### src/rtl/lfsr_ctrl_pkg.sv
// ---------------------------------------------------------------------------
// lfsr_ctrl_pkg
// Shared definitions for the LFSR sharing controller and its arbiter.
//   LFSR_W            : width of the shared LFSR state / seed
//   DEFAULT_SEED_INIT : seed used after reset and whenever a seed would be zero
//   state_e           : controller FSM states
//   nonzero_seed()    : replaces an all-zero seed (LFSR lock-up value)
// ---------------------------------------------------------------------------
package lfsr_ctrl_pkg;

    localparam int LFSR_W = 7;

    localparam logic [LFSR_W-1:0] DEFAULT_SEED_INIT = 7'h5A;

    typedef enum logic [1:0] {
        IDLE    = 2'd0,
        SEED    = 2'd1,
        RUN     = 2'd2,
        DELIVER = 2'd3
    } state_e;

    // An all-zero seed would park an XOR-feedback LFSR forever, so it is
    // swapped for the fallback seed.
    function automatic logic [LFSR_W-1:0] nonzero_seed(
        input logic [LFSR_W-1:0] val,
        input logic [LFSR_W-1:0] fallback
    );
        logic [LFSR_W-1:0] res;
        if (val == {LFSR_W{1'b0}}) begin
            res = fallback;
        end else begin
            res = val;
        end
        return res;
    endfunction

endpackage : lfsr_ctrl_pkg

### src/rtl/rr_arbiter.sv
// ---------------------------------------------------------------------------
// rr_arbiter
// Purely combinational round-robin arbiter. The winner is the first asserted
// request at an index >= ptr_i, searching upward and wrapping modulo NUM_REQ.
//   req_i     [NUM_REQ] : request vector
//   ptr_i     [PTR_W]   : highest-priority index (must be < NUM_REQ)
//   gnt_o     [NUM_REQ] : one-hot grant (all zero when no request)
//   gnt_idx_o [PTR_W]   : binary index of the grant
//   gnt_vld_o           : at least one request is asserted
// ---------------------------------------------------------------------------
module rr_arbiter #(
    parameter  int NUM_REQ = 4,
    localparam int PTR_W   = (NUM_REQ > 1) ? $clog2(NUM_REQ) : 1
) (
    input  logic [NUM_REQ-1:0] req_i,
    input  logic [PTR_W-1:0]   ptr_i,
    output logic [NUM_REQ-1:0] gnt_o,
    output logic [PTR_W-1:0]   gnt_idx_o,
    output logic               gnt_vld_o
);

    // One extra bit so ptr + offset cannot overflow before the wrap.
    localparam logic [PTR_W:0] NUM_W = (PTR_W+1)'(NUM_REQ);

    logic [PTR_W:0] cand_s;

    // Scan from ptr_i upward with explicit wrap; first hit wins.
    always_comb begin
        gnt_o     = {NUM_REQ{1'b0}};
        gnt_idx_o = {PTR_W{1'b0}};
        gnt_vld_o = 1'b0;
        cand_s    = {(PTR_W+1){1'b0}};
        for (int i = 0; i < NUM_REQ; i++) begin
            cand_s = {1'b0, ptr_i} + (PTR_W+1)'(i);
            if (cand_s >= NUM_W) begin
                cand_s = cand_s - NUM_W;
            end else begin
                cand_s = cand_s;
            end
            if (!gnt_vld_o && req_i[cand_s[PTR_W-1:0]]) begin
                gnt_vld_o                    = 1'b1;
                gnt_o[cand_s[PTR_W-1:0]]     = 1'b1;
                gnt_idx_o                    = cand_s[PTR_W-1:0];
            end else begin
                gnt_vld_o = gnt_vld_o;
            end
        end
    end

endmodule : rr_arbiter

### src/rtl/lfsr_share_ctrl.sv
// ---------------------------------------------------------------------------
// lfsr_share_ctrl
// Shares one 7-bit LFSR among NUM_REQ requesters. Per grant it reseeds the
// LFSR (SEED), runs it until lfsr_done_i or a watchdog expiry (RUN), then
// returns the captured value with a one-cycle ack (DELIVER). The delivered
// value becomes the next seed so consecutive grants never repeat a sequence.
//
// Ports
//   clk, rst_n            : clock (rising edge), async active-low reset
//   req_i    [NUM_REQ]    : level requests, held until ack
//   ack_o    [NUM_REQ]    : one-hot, one-cycle delivery strobe
//   rand_o   [7]          : last delivered value, holds between deliveries
//   err_o                 : pulses with ack_o when delivery was forced by timeout
//   busy_o                : controller is not in IDLE
//   seed_load_i, seed_i   : overwrite the seed register (zero -> SEED_INIT)
//   lfsr_rst_o            : registered active-high LFSR reset / seed load
//   lfsr_en_o             : LFSR step enable (RUN only)
//   lfsr_seed_o [7]       : current seed register
//   lfsr_out_i  [7]       : LFSR state
//   lfsr_done_i           : LFSR completion flag (only observed in RUN)
// ---------------------------------------------------------------------------
module lfsr_share_ctrl
    import lfsr_ctrl_pkg::*;
#(
    parameter int                NUM_REQ   = 4,
    parameter logic [LFSR_W-1:0] SEED_INIT = DEFAULT_SEED_INIT,
    parameter int                TIMEOUT   = 15
) (
    input  logic                clk,
    input  logic                rst_n,
    input  logic [NUM_REQ-1:0]  req_i,
    output logic [NUM_REQ-1:0]  ack_o,
    output logic [LFSR_W-1:0]   rand_o,
    output logic                err_o,
    output logic                busy_o,
    input  logic                seed_load_i,
    input  logic [LFSR_W-1:0]   seed_i,
    output logic                lfsr_rst_o,
    output logic                lfsr_en_o,
    output logic [LFSR_W-1:0]   lfsr_seed_o,
    input  logic [LFSR_W-1:0]   lfsr_out_i,
    input  logic                lfsr_done_i
);

    localparam int PTR_W = (NUM_REQ > 1) ? $clog2(NUM_REQ) : 1;
    localparam int WD_W  = $clog2(TIMEOUT + 1);

    localparam logic [PTR_W-1:0] PTR_LAST = PTR_W'(NUM_REQ - 1);
    localparam logic [WD_W-1:0]  WD_LAST  = WD_W'(TIMEOUT - 1);
    localparam logic [WD_W-1:0]  WD_MAX   = {WD_W{1'b1}};

    // FSM
    state_e state_q;
    state_e state_d;

    // Arbiter interface
    logic [NUM_REQ-1:0] gnt_s;
    logic [PTR_W-1:0]   gnt_idx_s;
    logic               gnt_vld_s;

    // Datapath registers
    logic [PTR_W-1:0]   ptr_q;
    logic [NUM_REQ-1:0] winner_q;
    logic [PTR_W-1:0]   win_idx_q;
    logic [LFSR_W-1:0]  seed_q;
    logic [LFSR_W-1:0]  rand_q;
    logic [NUM_REQ-1:0] ack_q;
    logic               err_q;
    logic [WD_W-1:0]    wd_q;
    logic               lfsr_rst_q;

    // Decoded controls
    logic               run_exit_s;
    logic               timeout_s;
    logic               lfsr_en_s;
    logic               busy_s;

    rr_arbiter #(
        .NUM_REQ (NUM_REQ)
    ) u_arb (
        .req_i     (req_i),
        .ptr_i     (ptr_q),
        .gnt_o     (gnt_s),
        .gnt_idx_o (gnt_idx_s),
        .gnt_vld_o (gnt_vld_s)
    );

    // lfsr_done_i has priority over the watchdog in the same cycle, so a
    // late-but-successful completion is never flagged as an error.
    assign run_exit_s = (state_q == RUN) && (lfsr_done_i || (wd_q == WD_LAST));
    assign timeout_s  = (state_q == RUN) && !lfsr_done_i && (wd_q == WD_LAST);

    // State register.
    always_ff @(posedge clk or negedge rst_n) begin
        if (!rst_n) begin
            state_q <= IDLE;
        end else begin
            state_q <= state_d;
        end
    end

    // Next-state logic.
    always_comb begin
        state_d = state_q;
        case (state_q)
            IDLE: begin
                if (gnt_vld_s) begin
                    state_d = SEED;
                end else begin
                    state_d = IDLE;
                end
            end
            SEED: begin
                state_d = RUN;
            end
            RUN: begin
                if (run_exit_s) begin
                    state_d = DELIVER;
                end else begin
                    state_d = RUN;
                end
            end
            DELIVER: begin
                state_d = IDLE;
            end
            default: begin
                state_d = IDLE;
            end
        endcase
    end

    // Outputs decoded purely from the current state.
    always_comb begin
        lfsr_en_s = 1'b0;
        busy_s    = 1'b1;
        case (state_q)
            IDLE:    busy_s    = 1'b0;
            SEED:    lfsr_en_s = 1'b0;
            RUN:     lfsr_en_s = 1'b1;
            DELIVER: lfsr_en_s = 1'b0;
            default: begin
                lfsr_en_s = 1'b0;
                busy_s    = 1'b0;
            end
        endcase
    end

    // Watchdog: cleared while seeding, counts RUN cycles, saturates.
    always_ff @(posedge clk or negedge rst_n) begin
        if (!rst_n) begin
            wd_q <= {WD_W{1'b0}};
        end else if (state_q == SEED) begin
            wd_q <= {WD_W{1'b0}};
        end else if ((state_q == RUN) && (wd_q != WD_MAX)) begin
            wd_q <= wd_q + {{(WD_W-1){1'b0}}, 1'b1};
        end else begin
            wd_q <= wd_q;
        end
    end

    // Latch the arbitration winner when leaving IDLE.
    always_ff @(posedge clk or negedge rst_n) begin
        if (!rst_n) begin
            winner_q  <= {NUM_REQ{1'b0}};
            win_idx_q <= {PTR_W{1'b0}};
        end else if ((state_q == IDLE) && gnt_vld_s) begin
            winner_q  <= gnt_s;
            win_idx_q <= gnt_idx_s;
        end else begin
            winner_q  <= winner_q;
            win_idx_q <= win_idx_q;
        end
    end

    // Capture the LFSR value at RUN exit and arm the one-cycle ack/err strobes
    // so they line up with the DELIVER state.
    always_ff @(posedge clk or negedge rst_n) begin
        if (!rst_n) begin
            rand_q <= {LFSR_W{1'b0}};
            ack_q  <= {NUM_REQ{1'b0}};
            err_q  <= 1'b0;
        end else if (run_exit_s) begin
            rand_q <= lfsr_out_i;
            ack_q  <= winner_q;
            err_q  <= timeout_s;
        end else begin
            rand_q <= rand_q;
            ack_q  <= {NUM_REQ{1'b0}};
            err_q  <= 1'b0;
        end
    end

    // Round-robin pointer moves past the requester just served.
    always_ff @(posedge clk or negedge rst_n) begin
        if (!rst_n) begin
            ptr_q <= {PTR_W{1'b0}};
        end else if (state_q == DELIVER) begin
            if (win_idx_q == PTR_LAST) begin
                ptr_q <= {PTR_W{1'b0}};
            end else begin
                ptr_q <= win_idx_q + {{(PTR_W-1){1'b0}}, 1'b1};
            end
        end else begin
            ptr_q <= ptr_q;
        end
    end

    // Seed register: an explicit load beats the chained update in DELIVER.
    // The LFSR copies seed_q at the end of SEED, so a load in that same cycle
    // only affects later grants.
    always_ff @(posedge clk or negedge rst_n) begin
        if (!rst_n) begin
            seed_q <= SEED_INIT;
        end else if (seed_load_i) begin
            seed_q <= nonzero_seed(seed_i, SEED_INIT);
        end else if (state_q == DELIVER) begin
            seed_q <= nonzero_seed(rand_q, SEED_INIT);
        end else begin
            seed_q <= seed_q;
        end
    end

    // LFSR reset: held during reset, then asserted only for the SEED cycle.
    always_ff @(posedge clk or negedge rst_n) begin
        if (!rst_n) begin
            lfsr_rst_q <= 1'b1;
        end else begin
            lfsr_rst_q <= (state_d == SEED);
        end
    end

    assign ack_o       = ack_q;
    assign err_o       = err_q;
    assign rand_o      = rand_q;
    assign busy_o      = busy_s;
    assign lfsr_en_o   = lfsr_en_s;
    assign lfsr_rst_o  = lfsr_rst_q;
    assign lfsr_seed_o = seed_q;

endmodule : lfsr_share_ctrl

### config.mk
export PLATFORM = sky130hd
export DESIGN_NAME = lfsr_share_ctrl
export DESIGN_NICKNAME = d
export VERILOG_FILES = /design/src/rtl/lfsr_ctrl_pkg.sv /design/src/rtl/rr_arbiter.sv /design/src/rtl/lfsr_share_ctrl.sv
export SDC_FILE = /design/constraint.sdc
export NUM_CORES = 1
export LEC_CHECK = 0
export BUFFER_PORTS_ARGS = -buffer_cell sky130_fd_sc_hd__buf_2
export CORE_ASPECT_RATIO = 0.75
export CORE_MARGIN = 8
export CORE_UTILIZATION = 45
export DETAILED_ROUTE_END_ITERATION = 12
export PLACE_DENSITY = 0.65
export SYNTH_ARGS = -nofsm -noshare
export SYNTH_HDL_FRONTEND = slang
export SYNTH_HIERARCHICAL = 1
export SYNTH_SLANG_ARGS = --single-unit
### constraint.sdc
create_clock -name clk -period 2.9 [get_ports clk]
set_input_delay 0.29 -clock clk [delete_from_list [all_inputs] [get_ports clk]]
set_output_delay 0.29 -clock clk [all_outputs]
set_load 0.1 [all_outputs]
==> impl_metrics.yaml <==
layout:
  syn2layout_area_growth_pct: 19.66
  finalNetCount: 256
  drive_gt1_share_pct: 36.94
  final_common_cell: "buf_2"
  fin_util_pct: 54.63
  antenna_cells: 0
  final_cell_mix: "buf_2 (43), dfrtp_1 (29), inv_1 (15), o21ai_0 (15), ha_1 (13)"
  stdcell_count: 279
timing:
  fmax_mhz: 378.4
  worstMarginPinSlew_ps: 731.2
  maxSlewViolCount: 0
  finalSetupViolCount: 0
  hold_viol_final: 0
  relSlewSlack_pct: 51.25
  rsz0062_at_grt: "no"
  setup_tns_ps: 0
  setup_ws_ps: 257.3
  finalCritPeriodShare_pct: 91.13
  fin_worst_skew_ps: 5.415
  layout_min_cycle_time_ps: 2643
floorplan:
  die_h_um: 73.44
  die_w_um: 92.58
  start_util_pct: 45.66
  ios: 44
  rows: 21
  die-area_um2: 6799
  core_area_um2: 4335
detailed_routing:
  firstDrtPassIters: 4
  viasPerCell: 5.344
  routed_wl_um: 4157
  post-route-drc-count: 0
  vias: 1491
  wl_per_cell_um: 14.90
  drtIter0Drc: 46
  ant_nets: 0
synthesis:
  synth_area_per_cell_um2: 11.31
  synthCells: 175
  synth-main-ff-cell: "dfrtp_1"
  synth_warnings: 6
  synth_cell_type_count: 38
  syn_nets: 210
  yosysSeqAreaShare_pct: 43.30
  synth-edff-count: 0
  synth_seq_cells: 34
  synth_area_um2: 1979
  async_reset_ff_share_pct: 100.0
placed_design:
  pre_cts_slack_ps: 299.0
  dp_hpwl_um: 3165
  port_buffers: 43
  gp_congestion: 0.8142
  placed_cells: 271
clock_tree:
  cts_tree: "done"
  clockBufferDepth: 2
  post_cts_resized: 0
  clock_latency_ps: 280
  root_buffer: "clkbuf_8"
  cts.htree.levels: 2
  clk_pin_slew_ps: 70
  post_cts_buffers: 0
  hold_buffers: 0
  cts.sinks: 34
  cts_buffers: 5
run_status:
  status: "complete, no violations"
global_route:
  grt.overflow.total: 0
  grt_max_degree: 35
  grt_first_pass_wirelength_um: 6955
  track_usage_pct: 12.63
  grt_pass1_vias: 1444
  antenna_found_initial: 0
worst_hold_path:
  min_path_type: "in2async"
job:
  cap_violations: 0
critical_path:
  path_class: "reg2reg"
  crit_chain: "inv_1 -> ha_1 -> mux4_2 -> nor3_1 -> nand2b_1 -> nand2_1 -> mux2_2"
  crit_path_top_delay_cell: "dfrtp_1"
  crit_path_end_kind: "flop"
  worstPathArrival_ps: 2800
  required_ps: 3060
  start_kind: "flop"
  path_max_fanout: 10
  slowest_delay_ps: 520
final cells by class:
cell class | instances | area, um2
Clock inverter | 3 | 68.82
Clock buffer | 5 | 68.82
Tap cell | 57 | 71.32
Timing Repair Buffer | 44 | 222.7
Inverter | 15 | 56.30
Fill cell | 368 | 1967
Sequential cell | 34 | 857.1
Multi-Input combinational cell | 121 | 1023
sequential cells by signal, indices dropped and copies added (netlist names):
register / flops
state_q: 2
ptr_q: 2
wd_q: 4
ack_o: 4
win_idx_q: 2
lfsr_seed_o: 7
rand_o: 7
winner_q: 4
err_o: 1
lfsr_rst_o: 1
critical path: cells and delay by family, from the launching register on:
kind	cells	cell delay (ps)
muxes	2	820
and+or+nand+nor	3	660
DFF	1	520
adders and majority gates	1	370
buffers and inverters	1	140
kinds of logic after synthesis:
logic type               share of synthesized area [%]
AND/OR/NAND/NOR                                  11.19
buffers and inverters                            4.993
flip-flops                                       43.30
multiplexers                                     17.32
AO/OA/AOI/OAI                                    14.98
adder cells (fa/ha/maj)                          8.218
worst paths after layout:
check | cells past startpoint | startpoint | slack, ps | endpoint
worst max-delay path | 7 | ptr_q[1] | 260 | winner_q[0]
worst min-delay path | 1 | rst_n | 60 | wd_q[0]
worst max register to register | 7 | ptr_q[1] | 260 | winner_q[0]
worst min register to register | 2 | winner_q[1] | 490 | ack_o[1]
max in group asynchronous | 1 | rst_n | 2370 | winner_q[0]
min in group clk | 2 | lfsr_done_i | 220 | err_o
Yosys cell counts, types with 2 or more instances:
| library cell | instances | area, um2 |
|---|---|---|
| dfstp_2 | 5 | 131.4 |
| mux4_1 | 2 | 52.55 |
| nand2_1 | 5 | 18.77 |
| nor3_1 | 3 | 15.01 |
| o22ai_1 | 5 | 31.28 |
| nor4_1 | 2 | 12.51 |
| a21oi_1 | 11 | 55.05 |
| buf_6 | 3 | 33.78 |
| mux2_4 | 4 | 60.06 |
| a22oi_1 | 8 | 60.06 |
| dfrtp_1 | 29 | 725.7 |
| o21ai_0 | 15 | 75.07 |
| nor2_1 | 8 | 30.03 |
| mux2i_1 | 5 | 50.05 |
| nand2b_1 | 6 | 37.54 |
| inv_1 | 15 | 56.30 |
| o31ai_1 | 2 | 15.01 |
| ha_1 | 13 | 162.7 |
| mux2_2 | 12 | 135.1 |
| mux4_2 | 2 | 45.04 |
| or3_1 | 3 | 18.77 |
layer usage:
metal  routed length [um]  global-route usage (%)
met5                    0                       0
met1                 1996                   16.71
met2                 1861                   19.46
met4                   53                   4.270
met3                  246                   3.367
per-stage QoR:
stage / cell area (um2) / hold WS (ps)
after floorplan: 1979 / -5.591
after global placement: 2231 / 396.7
after detailed placement: 2231 / 399.0
after CTS: 2369 / 88.70
after global routing: 2369 / 136.8
final: 2369 / 63.15
Power is left out: the tool's default activity adds up to more than one toggle a clock period on the data nets, which glitch-free logic cannot reach.
